**config.mk**
```make
export PLATFORM = sky130hd
export DESIGN_NAME = alu_result_fifo
export DESIGN_NICKNAME = d
export VERILOG_FILES = /design/src/rtl/alu_result_fifo.sv
export SDC_FILE = /design/constraint.sdc
export NUM_CORES = 1
export LEC_CHECK = 0
export ABC_AREA = 1
export CAP_MARGIN = 0
export CORE_MARGIN = 1.5
export CORE_UTILIZATION = 31
export DETAILED_ROUTE_END_ITERATION = 16
export GPL_TIMING_DRIVEN = 0
export PLACE_DENSITY = 0.54
export SETUP_SLACK_MARGIN = 0.2
export SLEW_MARGIN = 30
export SYNTH_ARGS = -nofsm -noshare
export SYNTH_HDL_FRONTEND = slang
export SYNTH_SLANG_ARGS = --single-unit
```
**constraint.sdc**
```tcl
create_clock -name clk -period 3.4 [get_ports clk]
set_clock_uncertainty 0.1 [all_clocks]
set_input_delay 1.02 -clock clk [delete_from_list [all_inputs] [get_ports clk]]
set_output_delay 1.02 -clock clk [all_outputs]
set_load 0.01 [all_outputs]
```
**src/rtl/alu_result_fifo.sv**
```systemverilog
// alu_result_fifo: circular result buffer behind the ALU.
// Accepts every valid_in word without stalling. Words leave in order over a
// valid/ready handshake. It reports occupancy and free-slot credit, and sets a
// sticky overflow flag whenever a word has to be dropped.
// Ports:
//   clk, resetn      clock, asynchronous active-low reset
//   result_in        ALU result word (sampled when valid_in=1)
//   valid_in         ALU result valid; there is no backpressure
//   data_out         head-of-buffer word, 0 when empty
//   valid_out        buffer holds at least one word
//   ready_in         consumer takes data_out this cycle
//   count_out        occupied entries
//   credit_out       free entries (DEPTH - count_out)
//   overflow_out     sticky: a valid_in word was dropped
//   clr_overflow_in  clears overflow_out on the next edge; a new drop wins
module alu_result_fifo #(
   parameter int unsigned WIDTH      = 32,
   parameter int unsigned DEPTH_LOG2 = 2
) (
   input  logic                  clk,
   input  logic                  resetn,
   input  logic [WIDTH-1:0]      result_in,
   input  logic                  valid_in,
   output logic [WIDTH-1:0]      data_out,
   output logic                  valid_out,
   input  logic                  ready_in,
   output logic [DEPTH_LOG2:0]   count_out,
   output logic [DEPTH_LOG2:0]   credit_out,
   output logic                  overflow_out,
   input  logic                  clr_overflow_in
);

   localparam int unsigned DEPTH = 1 << DEPTH_LOG2;
   localparam int unsigned CW    = DEPTH_LOG2 + 1;
   localparam int unsigned PW    = DEPTH_LOG2;

   logic [WIDTH-1:0] mem [DEPTH];
   logic [PW-1:0]    wp;
   logic [PW-1:0]    rp;
   logic [CW-1:0]    count;
   logic             overflow;

   logic full;
   logic pop;
   logic push;
   logic drop;

   // A full buffer can still take a word when the head leaves on the same edge.
   assign full = (count == CW'(DEPTH));
   assign pop  = valid_out & ready_in;
   assign push = valid_in & (~full | pop);
   assign drop = valid_in & ~push;

   assign valid_out    = (count != '0);
   assign data_out     = valid_out ? mem[rp] : '0;
   assign count_out    = count;
   assign credit_out   = CW'(DEPTH) - count;
   assign overflow_out = overflow;

   // Storage is not reset; contents are don't-care until written.
   always_ff @(posedge clk) begin
      if (push) begin
         mem[wp] <= result_in;
      end
   end

   // Pointers and occupancy
   always_ff @(posedge clk or negedge resetn) begin
      if (!resetn) begin
         wp    <= '0;
         rp    <= '0;
         count <= '0;
      end else begin
         if (push) begin
            wp <= wp + PW'(1);
         end
         if (pop) begin
            rp <= rp + PW'(1);
         end
         case ({push, pop})
            2'b10:   count <= count + CW'(1);
            2'b01:   count <= count - CW'(1);
            default: count <= count;
         endcase
      end
   end

   // Sticky overflow; a drop on the same edge as a clear keeps the flag set.
   always_ff @(posedge clk or negedge resetn) begin
      if (!resetn) begin
         overflow <= 1'b0;
      end else if (drop) begin
         overflow <= 1'b1;
      end else if (clr_overflow_in) begin
         overflow <= 1'b0;
      end
   end

endmodule

```
# Yosys cells after proc, flatten, opt, wreduce, memory -nomap -nowiden

Memories as Yosys holds them, arrays and structs flattened.
Index checks and enable logic that the tools add are counted.

Bits in registers: 8
Bits in writable memories: 128
Output and inout bits: 40
Logic and storage cells: 28
Memories: 1

Memory list:

| memory | depth | width | read ports | clocked after Yosys merged registers in | write ports | line | text |
|---|---|---|---|---|---|---|---|
| mem    | 4     | 32    | 1          | 0                                       | 1           | 37   | `logic [WIDTH-1:0] mem [DEPTH];` |

Add/subtract/negate cells: 5
Equal/unequal tests: 3
Multiplexer cells: 6
Bitwise operators: 6
Reduce and logical (&&, ||, !) cells: 3

Operators by type and width:

| kind                                                                  | count |
|---|---|
| 32-bit two-way mux                                                    | 1 |
| 3-bit case mux with 2 select lines                                    | 1 |
| 2-bit by 1-bit adder with 2-bit output, second input constant         | 2 |
| 1-bit two-way mux                                                     | 4 |
| 2-bit nonzero test                                                    | 2 |
| 3-bit by 1-bit adder with 3-bit output, second input constant         | 1 |
| 1-bit AND                                                             | 3 |
| 3-bit equality test, second input constant                            | 1 |
| 3-bit nonzero test                                                    | 1 |
| 3-bit by 1-bit subtractor with 3-bit output, second input constant    | 1 |
| 3-bit subtractor, first input constant                                | 1 |
| 2-bit by 1-bit equality test with 1-bit output, second input constant | 1 |
| 2-bit equality test, second input constant                            | 1 |
| 1-bit NOT                                                             | 2 |
| 1-bit bitwise OR                                                      | 1 |

# Depth between registers and ports, before layout

Gate-level depths: netlist (run 1).

Word-level depth: 7
Depth in mapped cells: 12

# Least setup slack after synthesis (run 1)

Ideal clock, no wire load.

Path kind: flip-flop to flip-flop
Start: register count[0], in the netlist count_out[0]
End: memory mem[0][0] (enable)
Arrival: 2.696 ns
Data required time: 2.879 ns
Setup slack: 0.183 ns
Cell stages (with the launch flop): 8
Buffers on the path: 1
Clock period less this slack: 3.217 ns
Cells stage by stage: dfrtp_1 inv_1 ha_1 ha_1 buf_2 nor2_2 o21ai_2 nor2_1

Cells in the longest elaborated chain, start to end: 6
Elaborated cells between the ends (all ways): 8
Classes of those cells: eq/ne (1); mux (2); bitwise (4); reduce/logical (1)

RTL lines:

| what                                                             | line   | text |
|---|---|---|
| from (decl)                                                      | 40     | `logic [CW-1:0] count;` |
| from (signal assigned)                                           | 81     | `2'b10: count <= count + CW'(1);` |
| from (signal assigned)                                           | 82     | `2'b01: count <= count - CW'(1);` |
| from (signal assigned)                                           | 83     | `default: count <= count;` |
| 3-bit nonzero test / 3-bit equality test (equally long branches) | 54, 49 |  |
| 1-bit AND / 1-bit NOT (equally long branches)                    | 50, 51 |  |
| 1-bit bitwise OR *                                               | 51     | `assign push = valid_in & (~full \| pop);` |
| 1-bit AND *                                                      | 51     |  |
| 1-bit two-way mux *                                              | 62     | `if (push) begin` |
| 1-bit two-way mux (implied by the code) *                        | 63     | `mem[wp] <= result_in;` |
| to (decl)                                                        | 37     |  |

Every way passes the cells marked *; elsewhere a longest branch is shown, timed or not.

# Worst setup path after layout (run 1)

Start: register count[1], in the netlist count_out[1]
End: output port data_out[5]

Cells in the longest elaborated chain, start to end: 2

RTL lines:

| what               | line | text |
|---|---|---|
| 3-bit nonzero test | 54   | `assign valid_out = (count != '0);` |
| 32-bit two-way mux | 55   | `assign data_out = valid_out ? mem[rp] : '0;` |
| to (decl)          | 24   | `output logic [WIDTH-1:0] data_out,` |

Every way passes these cells.

==> results of run 1 <==
==> registers in the layout (all words and copies together), names as in the netlist <==
signal,count
overflow_out,1
wp,2
rp,2
count_out,3
mem,128
==> critical path, stage by stage (launching register included) <==
cell	delay, ns
dfrtp_1	0.37
inv_1	0.13
ha_2	0.23
ha_1	0.15
buf_4	0.19
buf_8	0.17
a21oi_1	0.05
dlygate4sd2_1	0.29
==> cell usage after synthesis <==
library cell and count:
xor2_1 4, o21ai_0 36, edfxtp_1 128, nor2_2 1, fa_1 1, clkbuf_1 7, inv_1 20, buf_4 3
nor2_1 132, buf_6 5, nand3_1 5, inv_2 1, buf_2 8, o21ai_1 31, ha_1 7, o21ai_2 1
nand2_1 9, a21oi_1 32, nand4_1 1, dfrtp_1 8, clkbuf_2 3
==> metal layers <==
layer / wire [um] / track usage / part of all wire
met4: 247 / 0.0703 / 0.019
met3: 584 / 0.0339 / 0.045
met5: 0 / 0 / 0
met1: 5820 / 0.190 / 0.45
met2: 6340 / 0.237 / 0.49
==> through the flow <==
step / TNS (ns) / hold slack [ns] / power [mW] / util / cells
floorplan: 0 / 0.403 / 3.88 / - / 443
global placement: -197.45 / 0.405 / 5.25 / 0.378 / 744
detailed placement: -0.0446 / 0.421 / 5.41 / 0.389 / 751
CTS: 0 / 0.429 / 7.06 / 0.425 / 781
global route: 0 / 0.455 / 7.38 / 0.423 / 781
finish: 0 / 0.419 / 6.95 / 0.423 / 781
==> repair_timing <==
item                       in CTS  in global routing
buffers inserted                1                  0
cloned                          0                  0
resized for setup              90                 34
setup endpoints to repair      33                 31
==> path summary, 6_finish.rpt <==
| kind | slack (ns) | to | startpoint |
|---|---|---|---|
| min in group asynchronous | 0.79 | count_out[2] | resetn |
| hold reg to reg | 0.42 | overflow_out | overflow_out |
| hold / removal | 0.42 | overflow_out | overflow_out |
| setup / recovery | 0.29 | data_out[5] | count_out[1] |
| setup reg to reg | 0.77 | mem[3][20] | count_out[0] |
| max in group asynchronous | 2.13 | wp[0] | resetn |
==> cell type report <==
cell class                      count  area, um^2
Clock inverter                      7        80.1
Clock buffer                       22         444
Timing Repair Buffer               84         855
Multi-Input combinational cell    260        1310
Fill cell                        1620        9980
Inverter                           21        78.8
Tap cell                          225         282
Sequential cell                   136        4040
Buffer                             26         215
==> power breakdown <==
part           internal (mW)  switching, mW  leakage [nW]  total [mW]
sequential              2.21         0.0909          1.27        2.30
combinational           1.23           1.75          1.10        2.98
clock                   1.05          0.609         0.254        1.66
==> logic make-up (layout without fill, tap and decap cells) <==
logic type,count (synthesis),after routing
DFF,136,136
adders and majority gates,8,8
and+or+nand+nor,148,148
xor gates and xnor gates,4,4
AOI/OAI and AO/OA,100,100
buffers and inverters,47,160
==> summary.md, run 1 <==
| Metric | Value |
|---|---|
| Status | complete, no violations |
| Syn Area/Cell | 12.4 um^2 |
| Worst Path Required | 2.28 ns |
| R2R cell count | 8 |
| Vias in the first global route | 3579 |
| Clk slew on worst S/H paths | approximately 0.05 ns |
| Peak VDD IR | 0.452 mV |
| N_diodes | 0 |
| Final net count | 591 |
| Mapped cell area | 0.00550 mm^2 |
| Pin count of the biggest net entering global routing | 18 |
| Post-synthesis mux area share | 0 |
| Fin. Hold Viols | 0 |
| CTS Hold Bufs | 0 |
| Crit path kind | flip-flop to output port |
| Htree depth | 4 |
| Simple-gate share of the synthesized area | 0.103 |
| Gate Count Post-Synth | 443 |
| Synth area leader | edfxtp_1 |
| Die X | 136 um |
| Vias | 3554 |
| Die Y | 136 um |
| Routability Congestion | 0.735 |
| Final setup violation count | 0 |
| FMAX | 0.321 GHz |
| Most frequent cells in the layout | 128 x nor2_1, 128 x edfxtp_1, 43 x clkdlybuf4s50_1, 36 x o21ai_0, 31 x o21ai_1 |
| Mapped Nets | about 490 |
| Pre-CTS WS | -0.0227 ns |
| Crit path max fanout | 10 |
| Post-route DRC | 0 |
| DP Wirelength | 8270 um |
| Drt wl/cell | about 17 um |
| Min-Delay Path Class | flip-flop to flip-flop |
| Rows | 48 |
| Worst Hold Depth | 2 |
| Post-Synth XOR/XNOR Area | 0.00637 |
| First drt pass iteration count | 4 |
| Total gr overflow | 0 |
| Crit share post-route | 0.915 |
| Root buffer cell | clkbuf_16 |
| Initial antenna violation count | 0 |
| Ports | 77 |
| Worst slew margin | 0.582 |
| Share of layout cells above drive strength 1 | 0.187 |
| CP startpoint kind | flip-flop |
| Data arrival, critical path | 1.99 ns |
| Syn. warnings | 0 |
| Vias/cell | 4.55 |
| Final critical-path setup slack | 0.288 ns |
| Core Region | 0.0173 mm^2 |
| Post-route ant nets | 0 |
| GR Util All Layers | 0.148 |
| Final Max Tran Viols | 0 |
| Netlist cell types | 21 |
| Full die area | 0.0185 mm^2 |
| P&R area growth vs syn | 33.0% |
| Pwr dens | 950 mW/mm^2 |
| Top cell type's share of synthesized area | 0.699 |
| Post-synthesis register bit count | 136 |
| Max_cap viols | 0 |
| Unrepaired setup endpoints after global routing | false |
| Global-route wire length before repair | 19800 um |
| Starting density of the core | 0.318 |
| Min cycle time layout | ~3.1 ns |
| Drt total wl | 13000 um |
| CTS Buf Count | 17 |
| First DRT Iteration DRCs | 197 |
| Clock Latency Late Sink | around 0.42 ns |
| Placed Area | ~0.0067 mm^2 |
| Pleak | 2.62 nW |
| Clock Path Buffers | 2 |
| Worst slew pin tran | 0.625 ns |
| IO Port Bufs | 76 |
| CTS tree | yes |
| Top post-synthesis cells by area | edfxtp_1 70%, nor2_1 9.0%, dfrtp_1 3.6% |
| Endpoint type of the worst setup path | output port |
| Synth Area in Compound Gates | 0.0917 |
| Post-synthesis sequential area ratio | 0.736 |
| Clk sinks | 136 |
| Post-synthesis adder-cell area fraction | 0.0196 |
| Largest family of logic cells by synthesized area | simple AND/OR/NAND/NOR gates |
| Finished Cell Area | 0.00731 mm^2 |
Power figures use the tool's default switching activity.
==> run 2: changes to the inputs <==
- SLEW_MARGIN: 30 -> default
==> run 2 against run 1 <==
Wire length about the same. Non-clock buffer count decreased by 3. Fmax increased by 0.30%. Clock power increased by 7%. Sequential power about the same.
==> summary.md, run 2 (synthesis results as in run 1) <==
| Metric | Value |
|---|---|
| Max_cap viols | 0 |
| DP Wirelength | 8070 um |
| Clk sinks | 136 |
| Total gr overflow | 0 |
| Root buffer cell | clkbuf_16 |
| Peak VDD IR | approximately 0.50 mV |
| Status | complete, no violations |
| Final Max Tran Viols | 0 |
| Pwr dens | between 900 and 1000 mW/mm^2 |
| Min cycle time layout | between 3 and 4 ns |
| Routability Congestion | 0.735 |
| CTS Buf Count | 17 |
| CTS Hold Bufs | 0 |
| Clk network pwr share | 0.251 |
| First drt pass iteration count | 4 |
| Pre-CTS WS | -0.0331 ns |
| Vias in the first global route | 3605 |
| Final Core Density | 0.422 |
| N_diodes | 0 |
| CP startpoint kind | flip-flop |
| Worst Hold Depth | 2 |
| Post-route ant nets | 0 |
| GR Util All Layers | 0.145 |
| Drt wl/cell | 16.6 um |
| Pwr Total | 7.02 mW |
| Drt total wl | between 10000 and 15000 um |
| Clock Latency Late Sink | 0.41 ns |
| Placed Cells incl. Taps | 748 |
| Combinational power share | 0.420 |
| Pin count of the biggest net entering global routing | 26 |
| Cell Count, Final, Fillers Out | between 700 and 800 |
| Worst slew margin | 0.568 |
| Pleak | 2.61 nW |
| Reg power frac | 0.329 |
| Endpoint type of the worst setup path | output port |
| Clock Path Buffers | 2 |
| Die Y | 136 um |
| Vias/cell | 4.62 |
| Post-route DRC | 0 |
| Full die area | 0.0185 mm^2 |
| Final net count | 588 |
| Filler instances | 1613 |
| Fin. Hold Viols | 0 |
| Crit path kind | flip-flop to output port |
| Rows | 48 |
| First DRT Iteration DRCs | 198 |
| Int Power | 4.55 mW |
| Final setup violation count | 0 |
| Register area | 0.00404 mm^2 |
| Unrepaired setup endpoints after global routing | true |
| Ports | between 70 and 80 |
| TNS Setup | 0 ns |
| Min-Delay Path Class | flip-flop to flip-flop |
| Core Region | approximately 0.017 mm^2 |
| Crit share post-route | 0.913 |
| Clk slew on worst S/H paths | 0.05 ns |
| CP max stage delay | roughly 0.35 ns |
| Largest register by flop count | mem |
| Placed Area | between 0.006 and 0.007 mm^2 |
| CTS tree | yes |
| Max reg flops | 128 |
| R2R cell count | 8 |
| Finished Cell Area | around 0.0073 mm^2 |
| Cell Chain, Critical Path | inv_1 > ha_2 > ha_1 > buf_4 > clkbuf_8 > a21oi_4 > clkdlybuf4s15_2 |
| Sw Pwr | roughly 2.5 mW |
| FMAX | 0.322 GHz |
| Final critical-path setup slack | 0.297 ns |
| Data arrival, critical path | 1.98 ns |
| Worst hold slack | 0.421 ns |
| Starting density of the core | 0.318 |
| Global-route wire length before repair | 19400 um |
| Die X | approximately 140 um |
| Worst Path Required | 2.28 ns |
| IO Port Bufs | 76 |
| Share of layout cells above drive strength 1 | 0.187 |
| Initial antenna violation count | 0 |
| Vias | 3605 |
| Slowest cell on crit path | dfrtp_1 |
| Most frequent cells in the layout | 128 x nor2_1, 128 x edfxtp_1, 43 x clkdlybuf4s50_1, 36 x o21ai_0, 31 x o21ai_1 |
| Worst slew pin tran | approximately 0.65 ns |
| Switching Share | 0.352 |
| Htree depth | 4 |
| P&R area growth vs syn | 32.8% |
| Multi-input gate area | 0.00132 mm^2 |
| Crit path max fanout | 10 |
run 2: cell count changes in the layout (fill, tap and decap cells not counted), moves of 2 or more:
cell / before / now
buf_12: 0 / 3
buf_16: 5 / 1
buf_8: 4 / 1
clkbuf_2: 20 / 16
clkdlybuf4s15_2: 9 / 11
clkinv_2: 1 / 4
dlygate4sd2_1: 6 / 8
run 2: path summary, 6_finish.rpt:
kind / slack, ns / from / endpoint
worst min-delay path: 0.42 / overflow_out / overflow_out
worst max-delay path: 0.30 / count_out[0] / data_out[23]
worst min register to register: 0.42 / overflow_out / overflow_out
min in group asynchronous: 0.80 / resetn / rp[0]
max in group asynchronous: 2.13 / resetn / count_out[0]
worst max register to register: 0.79 / count_out[0] / mem[3][19]
run 2: worst max-delay path, delay by kind of cell, from the launching register on:
family | cells | cell delay [ns]
compound gates | 1 | 0.13
fa+ha+maj | 2 | 0.39
buf+inv | 4 | 0.69
flops | 1 | 0.35
run 2: power by group through the flow:
| stage | clock (mW) | combinational (mW) | sequential, mW |
|---|---|---|---|
| after floorplan | 0 | 1.54 | 2.34 |
| after global routing | 1.87 | 3.23 | 2.33 |
| after global placement | 0 | 2.89 | 2.36 |
| after CTS | 1.80 | 3.00 | 2.31 |
| after detailed placement | 0 | 3.01 | 2.34 |
| final | 1.77 | 2.95 | 2.31 |
run 2: layout make-up:
| type | instances | area share |
|---|---|---|
| clock buffer | 20 | 0.0598 |
| tap | 225 | 0.0386 |
| inverter | 21 | 0.0108 |
| clock inverter | 12 | 0.0182 |
| buffer | 26 | 0.0295 |
| multi-input combinational | 260 | 0.181 |
| timing repair buffer | 81 | 0.108 |
| sequential | 136 | 0.554 |
run 2: timing repair:
| item | 4_1_cts | 5_1_grt |
|---|---|---|
| setup buffers | 1 | 0 |
| resized for setup | 91 | 29 |
| setup endpoints to repair | 33 | 31 |
| pin swaps | 0 | 0 |
run 2: layer usage:
| metal | track usage | share of wire | wire length, um |
|---|---|---|---|
| met1 | 0.180 | 0.45 | 5840 |
| met2 | 0.241 | 0.49 | 6330 |
| met3 | 0.0339 | 0.041 | 532 |
| met4 | 0.0626 | 0.022 | 280 |
| met5 | 0 | 0 | 0 |
==> run 3: changes to the inputs <==
--- a/config.mk
+++ b/config.mk
@@ -8,3 +8,3 @@
 export ABC_AREA = 1
-export CAP_MARGIN = 0
+export CAP_MARGIN = 20
 export CORE_MARGIN = 1.5
==> constraint.sdc (replaced) <==
create_clock -name clk -period 3.4 [get_ports clk]
set_clock_uncertainty 0.1 [all_clocks]
set_input_delay 0.68 -clock clk [delete_from_list [all_inputs] [get_ports clk]]
set_output_delay 0.68 -clock clk [all_outputs]
set_load 0.01 [all_outputs]
==> run 3 against run 2 <==
Clock power barely moved. Critical endpoint is now data_out[31]. Via count shrank 1.3%. Worst hold slack gained 0.0014 ns. Critical path depth down 1. Design area increased by 0.27%. Cell count did not move. Power down 0.78%. Fmax increased by 2.1%. Global-route usage up 0.055 points. Non-clock buffer count unchanged.
==> summary.md, run 3 (synthesis results as in run 1) <==
| Metric | Value |
|---|---|
| Worst Hold Depth | 2 |
| Filler instances | between 1.5k and 2k |
| CTS tree | yes |
| Fin. Hold Viols | 0 |
| Global-route wire length before repair | approximately 20000 um |
| Clock Latency Late Sink | 0.41 ns |
| Placed Area | around 0.0067 mm^2 |
| Pwr dens | ~950 mW/mm^2 |
| Clock Path Buffers | 2 |
| Ports | 77 |
| Pwr Total | 6.97 mW |
| Max_cap viols | 0 |
| First drt pass iteration count | 5 |
| GR Util All Layers | 0.145 |
| Cell Chain, Critical Path | inv_2 > buf_4 > clkbuf_2 > o21ai_0 > a21oi_1 > clkdlybuf4s50_1 |
| Die X | 136 um |
| Min-Delay Path Class | flip-flop to flip-flop |
| Crit path kind | flip-flop to output port |
| Drt wl/cell | about 16 um |
| Vias/cell | approximately 4.6 |
| Slowest cell on crit path | clkdlybuf4s50_1 |
| CTS Buf Count | 17 |
| FMAX | between 0.3 and 0.4 GHz |
| Most frequent cells in the layout | 128 x nor2_1, 128 x edfxtp_1, 46 x clkdlybuf4s50_1, 36 x o21ai_0, 31 x o21ai_1 |
| First DRT Iteration DRCs | 172 |
| Pleak | 2.82 nW |
| R2R cell count | 8 |
| Crit path max fanout | 10 |
| Total gr overflow | 0 |
| Data arrival, critical path | 2.26 ns |
| Die Y | about 140 um |
| P&R area growth vs syn | 33.2% |
| Register area | 0.00404 mm^2 |
| Rows | between 40 and 50 |
| Vias in the first global route | 3557 |
| Clk sinks | ~140 |
| Worst slew margin | 0.565 |
| Unrepaired setup endpoints after global routing | false |
| Worst Path Required | 2.62 ns |
| CP max stage delay | 0.58 ns |
| Final setup violation count | 0 |
| Initial antenna violation count | 0 |
| Root buffer cell | clkbuf_16 |
| Vias | around 3.6k |
| Drt total wl | 12800 um |
| Peak VDD IR | 0.506 mV |
| Full die area | 0.0185 mm^2 |
| FF-to-FF setup slack | 0.74 ns |
| Share of layout cells above drive strength 1 | 0.121 |
| Largest register by flop count | mem |
| Htree depth | 4 |
| Starting density of the core | 0.318 |
| Clk slew on worst S/H paths | 0.05 ns |
| Routability Congestion | 0.735 |
| IO Port Bufs | 76 |
| Core Region | 0.0173 mm^2 |
| CP startpoint kind | flip-flop |
| Endpoint type of the worst setup path | output port |
| Worst slew pin tran | 0.652 ns |
| N_diodes | 0 |
| Crit share post-route | 0.894 |
| Final net count | roughly 590 |
| Status | complete, no violations |
| Post-route ant nets | 0 |
| Post-route DRC | 0 |
| DP Wirelength | 8090 um |
| Max reg flops | 128 |
| Multi-input gate area | approximately 0.0013 mm^2 |
| Final Max Tran Viols | 0 |
| Finished Cell Area | between 0.007 and 0.008 mm^2 |
| Min cycle time layout | 3.04 ns |
| Pin count of the biggest net entering global routing | 26 |
## run 3: cell types whose count changed in the layout (fill, tap and decap cells not counted), moves of 3 or more
cell             change
dlymetal6s2s_1      +21
clkbuf_2            -12
a21oi_1             +11
clkdlybuf4s15_2     -11
a21oi_2             -10
clkdlybuf4s50_1      +3
## run 3: cell type report
class,count,area share
Buffer,26,0.0244
Clock buffer,20,0.0597
Clock inverter,12,0.0181
Inverter,21,0.0108
Multi-Input combinational cell,260,0.174
Sequential cell,136,0.552
Tap cell,225,0.0385
Timing Repair Buffer,81,0.123
## run 3: repair_timing
action / 4_1_cts / 5_1_grt
resized for setup: 24 / 23
pin swaps: 0 / 0
setup endpoints to repair: 30 / 21
hold buffers: 0 / 0
buffers inserted: 1 / 0
## run 3: worst paths after layout
path / endpoint / start
setup / recovery: data_out[31] / rp[0]
hold / removal: overflow_out / overflow_out
setup reg to reg: mem[3][16] / count_out[0]
hold reg to reg: overflow_out / overflow_out
max in group asynchronous: count_out[0] / resetn
min in group asynchronous: rp[0] / resetn
## run 3: metrics by stage
stage	hold slack [ns]	cells	setup slack, ns	util	setup TNS (ns)
6_report	0.423	781	0.360	0.423	0
5_1_grt	0.463	781	0.261	0.423	0
4_1_cts	0.430	781	0.155	0.420	0
3_5_place_dp	0.418	748	0.309	0.385	0
3_3_place_gp	0.405	744	-1.27	0.378	-153.93
2_1_floorplan	0.284	443	0.183	-	0
## run 3: worst max-delay path: cells and delay by family, from the launching register on
family	cells	cell delay, ns
buffers and inverters	4	1.08
flip-flops	1	0.41
AO/OA/AOI/OAI	2	0.36
## run 3: power breakdown
group          internal [mW]  switching (mW)  total [mW]
combinational           1.23            1.67        2.90
sequential              2.21          0.0913        2.30
clock                   1.13           0.628        1.76
## run 3: per-layer routing
layer,wire length (um),track usage,vias to the layer above
li1,-,-,1743
met1,5760,0.188,1713
met2,6390,0.236,91
met3,579,0.0313,11
met4,115,0.0603,0
met5,0,0,-
